### src/rtl/grf_writeback.sv
// MIPS writeback stage with the 32x32 general register file, same-cycle W->D bypass,
// a per-cycle writeback trace and a retired-instruction counter.
module grf_writeback #(
  parameter logic [31:0] PC_LINK_OFFSET = 32'd8,
  parameter int          CNT_W          = 32
) (
  input  logic             clk,
  input  logic             reset,
  input  logic             RegWriteEnableW,
  input  logic             MemtoRegW,
  input  logic             jalselW,
  input  logic [31:0]      PcW,
  input  logic [31:0]      ALUOutW,
  input  logic [31:0]      ReadDataW,
  input  logic [2:0]       LoadTypeW,
  input  logic [3:0]       MDUOpW,
  input  logic [31:0]      MDUOutW,
  input  logic [4:0]       A3W,
  input  logic             ValidW,
  input  logic [4:0]       A1D,
  input  logic [4:0]       A2D,
  output logic [31:0]      RD1D,
  output logic [31:0]      RD2D,
  output logic             wb_we,
  output logic [31:0]      wb_pc,
  output logic [4:0]       wb_addr,
  output logic [31:0]      wb_data,
  output logic [CNT_W-1:0] retire_cnt
);

  logic [31:0]      grf_q [0:31];
  logic [CNT_W-1:0] retire_cnt_q;
  logic [CNT_W-1:0] retire_cnt_d;
  logic [7:0]       byte_s;
  logic [15:0]      half_s;
  logic [31:0]      load_ext_s;
  logic [31:0]      wd_s;
  logic             we_s;

  // Byte/halfword selection by the low address bits; off[0] is ignored for halfwords.
  always_comb begin
    byte_s = 8'h00;
    case (ALUOutW[1:0])
      2'd0:    byte_s = ReadDataW[7:0];
      2'd1:    byte_s = ReadDataW[15:8];
      2'd2:    byte_s = ReadDataW[23:16];
      2'd3:    byte_s = ReadDataW[31:24];
      default: byte_s = 8'h00;
    endcase
    if (ALUOutW[1]) begin
      half_s = ReadDataW[31:16];
    end else begin
      half_s = ReadDataW[15:0];
    end
  end

  always_comb begin
    load_ext_s = ReadDataW;
    case (LoadTypeW)
      3'd1:    load_ext_s = {{24{byte_s[7]}}, byte_s};
      3'd2:    load_ext_s = {24'h000000, byte_s};
      3'd3:    load_ext_s = {{16{half_s[15]}}, half_s};
      3'd4:    load_ext_s = {16'h0000, half_s};
      default: load_ext_s = ReadDataW;
    endcase
  end

  always_comb begin
    wd_s = ALUOutW;
    if (jalselW) begin
      wd_s = PcW + PC_LINK_OFFSET;
    end else if (MemtoRegW) begin
      wd_s = load_ext_s;
    end else if ((MDUOpW == 4'd5) || (MDUOpW == 4'd6)) begin
      wd_s = MDUOutW;
    end else begin
      wd_s = ALUOutW;
    end
  end

  assign we_s = RegWriteEnableW & ValidW & (A3W != 5'd0);

  // Read ports: $0 is hard zero, a matching write in flight wins over stored contents.
  always_comb begin
    RD1D = 32'h0000_0000;
    RD2D = 32'h0000_0000;
    if (A1D == 5'd0) begin
      RD1D = 32'h0000_0000;
    end else if (we_s && (A1D == A3W)) begin
      RD1D = wd_s;
    end else begin
      RD1D = grf_q[A1D];
    end
    if (A2D == 5'd0) begin
      RD2D = 32'h0000_0000;
    end else if (we_s && (A2D == A3W)) begin
      RD2D = wd_s;
    end else begin
      RD2D = grf_q[A2D];
    end
  end

  always_comb begin
    retire_cnt_d = retire_cnt_q;
    if (ValidW) begin
      retire_cnt_d = retire_cnt_q + {{(CNT_W-1){1'b0}}, 1'b1};
    end else begin
      retire_cnt_d = retire_cnt_q;
    end
  end

  always_ff @(posedge clk or negedge reset) begin
    if (!reset) begin
      for (int i = 0; i < 32; i++) begin
        grf_q[i] <= 32'h0000_0000;
      end
      retire_cnt_q <= {CNT_W{1'b0}};
    end else begin
      if (we_s) begin
        grf_q[A3W] <= wd_s;
      end
      retire_cnt_q <= retire_cnt_d;
    end
  end

  assign wb_we      = we_s;
  assign wb_pc      = PcW;
  assign wb_addr    = A3W;
  assign wb_data    = wd_s;
  assign retire_cnt = retire_cnt_q;

endmodule

### config.mk
export PLATFORM = sky130hd
export DESIGN_NAME = grf_writeback
export DESIGN_NICKNAME = d
export VERILOG_FILES = /design/src/rtl/grf_writeback.sv
export SDC_FILE = /design/constraint.sdc
export NUM_CORES = 2
export LEC_CHECK = 0
export ABC_CLOCK_PERIOD_IN_PS = 3100
export CORE_ASPECT_RATIO = 2
export CORE_MARGIN = 2
export CORE_UTILIZATION = 23
export CTS_CLUSTER_DIAMETER = 40
export DETAILED_ROUTE_END_ITERATION = 6
export SYNTH_ARGS = -nofsm -noshare
export SYNTH_HDL_FRONTEND = slang
export SYNTH_SLANG_ARGS = --single-unit
### constraint.sdc
create_clock -name clk -period 3.1 [get_ports clk]
set_input_delay 0.62 -clock clk [delete_from_list [all_inputs] [get_ports clk]]
set_output_delay 0.62 -clock clk [all_outputs]
set_load 0.01 [all_outputs]
# Word level (Yosys, flattened, before mapping)
# Index checks and enable logic that the tools add are counted.
# Widths: inputs -> output; s select.
# totals
regBits,1056
wordCells,82
in_bits,156
out_inout_bits,166
# classes
n_mux,19
bitwise,5
reduce_logical,8
n_eq_ne,11
order_cmp,4
addsub,2
# ops
cell,count
$bwmux 1024,1
$mux 32,12
$bmux 32 s5,2
$demux 32 s5,1
$pmux 32 s4,1
$add 32x1->32 const B,1
$add 32x4->32 const B,1
$pmux 8 s4,1
$ge 6x6->1 const B,3
$not 5->6,3
$mux 16,1
$eq 5x5->1,2
$logic_not 5->1,2
$eq 4x3->1 const B,2
$eq 3x2->1 const B,2
$lt 6x1->1 const B,1
$reduce_bool 5->1,1
$eq 2x2->1 const B,2
$eq 3x1->1 const B,1
$eq 3x3->1 const B,1
$logic_and 1x1->1,3
$and 1x1->1,2
$eq 2x1->1 const B,1
$logic_not 2->1,1
$logic_or 1x1->1,1

# Logic depth before layout (Yosys ltp)
# depth
ltp_word,7
mapped_depth,11
depth_no_buf,7

# Worst setup path after synthesis
# Ideal clock, no wire load.
# synth_timing
kind,input -> output
from,input A1D[0]
to,output RD1D[17]
arrival_ns,2.529
n_path_buf,3
required_ns,2.480
path_slack_ns,-0.049
path_stages,7
cell_sequence,buf_2 -> buf_4 -> buf_2 -> mux4_2 -> mux4_2 -> a221oi_1 -> a21oi_1
# synth_between
elab_chain_len,6
elab_cells_between_ends,9
cone_classes,eq/ne (1); mux (5); bitwise (1); reduce/logical (2)
# synth_rtl
element,line,rtl
start: declaration,20,"input logic [4:0] A1D,"
$not 5->6 (not written as such),92,RD1D = grf_q[A1D];
$bmux 32 s5,92,
$mux 32 (not written as such) (2 in a row),92,
$mux 32,89,end else if (we_s && (A1D == A3W)) begin
$mux 32 (*),87,if (A1D == 5'd0) begin
end: declaration,22,"output logic [31:0] RD1D,"
# Mark *: on every way between the ends. The rest lies on a longest branch, timed or not. The select of a mux whose other input is x is not followed.

# Final worst setup path
# layout_timing
from,input A2D[0]
to,output RD2D[6]
# layout_between
elab_chain_len,6
elab_cells_between_ends,9
cone_classes,eq/ne (1); mux (5); bitwise (1); reduce/logical (2)
# layout_rtl
element,line,rtl
start: declaration,21,"input logic [4:0] A2D,"
$not 5->6 (not written as such),99,RD2D = grf_q[A2D];
$bmux 32 s5,99,
$mux 32 (not written as such) (2 in a row),99,
$mux 32,96,end else if (we_s && (A2D == A3W)) begin
$mux 32 (*),94,if (A2D == 5'd0) begin
end: declaration,23,"output logic [31:0] RD2D,"
# Marks and branches as above.

==> out/qor.csv <==
stage,metric,value,unit
status,status,"finished, violations left",
status,failing checks,negative setup slack,
global_route,GRT Resource Usage Total,19.7,%
detailed_routing,drt pass-1 iters,6,
yosys,Syn Inst Count,5489,
worst_hold_path,worst hold-check path type,in2reg,
power,PnR Total Power,40.8,mW
yosys,post-synth top area share,45.9,%
detailed_routing,Routed wire per std cell,26.1,um
yosys,post-synthesis sequential area ratio,45.9,%
finish,Final #Nets,6626,
finish,Area growth syn-to-layout,41.7,%
yosys,Post-synth EDFFs,0,
placed_design,gpl congestion,0.937,
critical_path,crit start category,input port,
sta,slew margin rel.,43.1,%
critical_path,crit end category,output pin,
floorplan,Std-Cell Rows,259,
yosys,post-synth cell types,75,
global_route,largest net degree at the start of global routing,125,
global_route,first-pass GRT wire length,370000,um
sta,Setup Skew,18.1,ps
critical_path,Worst Setup SP,A2D[0],
detailed_routing,DR iter-0 viols,4541,
clock_tree,clock sinks,1056,
clock_tree,CTS tree,done,
placed_design,dpl cells,9348,
floorplan,Die Width,358,um
critical_path,Critical Path RT,2480,ps
yosys,Mapped Avg Cell Area,10.5,sq um
floorplan,initial core utilization,23.1,%
global_route,antenna violations before repair,10,
detailed_routing,# DRC,0,
critical_path,crit-path max FO,8,
yosys,area of the mapped netlist,57600,sq um
critical_path,CP max-delay cell,mux4_2,
clock_tree,CTS H-Tree Depth,3,
sta,final setup vio count,90,
yosys,"FFs w/ async S/R, synth",100,%
placed_design,buffers added on ports,321,
yosys,most frequent cell after synthesis,nand2_1,
global_route,vias in the first global route,53300,
detailed_routing,Via density,5.16,
floorplan,die area,255000,sq um
sta,slew of the pin with the lowest slew margin,851,ps
critical_path,CP Cell Sequence,buf_16 -> buf_12 -> buf_12 -> mux4_2 -> mux4_2 -> nor2b_4 -> nor3_4 -> nor3_4 -> buf_2,
clock_tree,Clock Tree Buf Depth,3,
run,Max-Cap Viols,0,
power,Pwr Density,500,nW/um^2
floorplan,Core Region,249000,sq um
global_route,GRT Residual Overflow,0,
sta,final worst slack,-411,ps
clock_tree,Num CTS Buffers,96,
sta,fmax,0.285,GHz
power,Max VDD drop,0.411,mV
finish,share of cells above drive strength 1,37.5,%
yosys,leading area contributor after synthesis,dfrtp_1,
clock_tree,"Reg clk slew, reported paths",70,ps
sta,final period demand of the worst path,3510,ps
detailed_routing,Routed Antenna Nets,0,
power,Pleak,35.0,nW
critical_path,critical path data arrival time,2890,ps
yosys,most frequent cells after synthesis,"nand2_1 (1203), dfrtp_1 (1056), o21ai_0 (968)",
detailed_routing,Post-Route WL,256000,um
critical_path,critical path's largest stage delay,530,ps
floorplan,chip height,712,um
sta,WHS,394,ps
finish,Non-Filler Instances,9814,
worst_hold_path,min-delay src,ValidW,
yosys,ranking of synthesized cells by area,"dfrtp_1 (46%), mux4_2 (18%), o21ai_0 (8.4%)",
floorplan,io pins,322,
yosys,syn_nets,5647,
sta,Final Cycle Share,113,%
critical_path,Setup CP Type,in2out,
sta,unrepaired setup endpoints after global routing,yes,
detailed_routing,via total after detailed routing,50700,
sta,"Slew Viols, Final",0,
yosys,register bit count reported by yosys,1056,
yosys,Ys Warns,0,
clock_tree,clock latency on the worst-skew pair,700,ps
yosys,ys flop type,dfrtp_1,
sta,Final Hold Fails,0,
placed_design,Post-DP HPWL,179000,um
sta,Post-Route Setup TNS,-19030,ps
critical_path,reg2reg start,retire_cnt[6],
clock_tree,Clk Tree Root Cell,clkbuf_16,
==> routing by layer <==
metal | track usage (%) | vias to the layer above | part of all wire [%]
li1 | - | 21700 | -
met1 | 21.3 | 25400 | 34
met2 | 33.5 | 2563 | 49
met3 | 3.69 | 966 | 7.4
met4 | 16.1 | 10 | 9.7
met5 | 0 | - | 0.023
==> flip-flops by register name (all words and copies together), names as in the netlist <==
| name | count |
|---|---|
| retire_cnt | 32 |
| grf_q | 1024 |
==> layout by cell type, fill, tap and decap left out, types with 42 or more instances in the layout <==
cell             count
clkbuf_16          100
buf_4              781
o21ai_1             57
nand3_1             49
dfrtp_1           1055
mux4_2             450
mux2i_1            255
buf_2               59
a211oi_2            52
buf_6              200
buf_12             198
nand2_1           1152
nor2_1              80
o21ai_0            932
clkdlybuf4s50_1    155
a22oi_1             42
==> critical path, delay by kind of cell <==
kind / cells / cell delay, ps
buffers and inverters: 4 / 590
AND/OR/NAND/NOR: 3 / 570
multiplexers: 2 / 1050
==> through the flow <==
stage	util (%)	cell area [sq um]	worst slack, ps
5_1_grt	32.8	81600	-438
3_5_place_dp	28.5	71000	-1660
4_1_cts	32.1	79800	-468
6_report	32.8	81600	-411
3_3_place_gp	28.5	71000	-1610
2_1_floorplan	-	57600	5.14
==> worst paths after layout <==
check	end	slack (ps)	depth (start not counted)
max in group asynchronous	grf_q[719]	1520	3
worst max-delay path	RD2D[6]	-410	9
min in group asynchronous	grf_q[743]	420	2
worst max register to register	retire_cnt[31]	970	7
worst min-delay path	retire_cnt[0]	390	3
worst min register to register	grf_q[1014]	400	0
==> cell families after synthesis <==
logic type	count (synthesis)	synth area share, %
and+or+nand+nor	1544	11.0
buffers and inverters	659	5.09
DFF	1056	45.9
adders and majority gates	2	0.0435
AOI/OAI and AO/OA	1409	14.0
muxes	749	22.8
xor gates and xnor gates	70	1.06
==> layout make-up <==
cell class                      count  area [sq um]
Tap cell                         3262          4080
Antenna cell                        2          5.00
Multi-Input combinational cell   3774         31800
Timing Repair Buffer             1488         15500
Clock inverter                     54           820
Inverter                           52           239
Sequential cell                  1056         26400
Fill cell                       24800        167000
Clock buffer                      126          2690
==> report_power, final <==
part / internal [mW] / switching, mW
Combinational: 5.16 / 5.10
Clock: 7.49 / 6.04
Sequential: 15.6 / 1.44
==> timing repair <==
action                                 in CTS  in global routing
setup endpoints to repair                  97                 96
endpoints found under the hold margin      30                  0
buffers inserted                          239                100
pin swaps                                 215                143
gates resized for setup                  1321                312
cloned                                     17                  3
hold buffers                                1                  0
(Power assumes the default switching activity.)
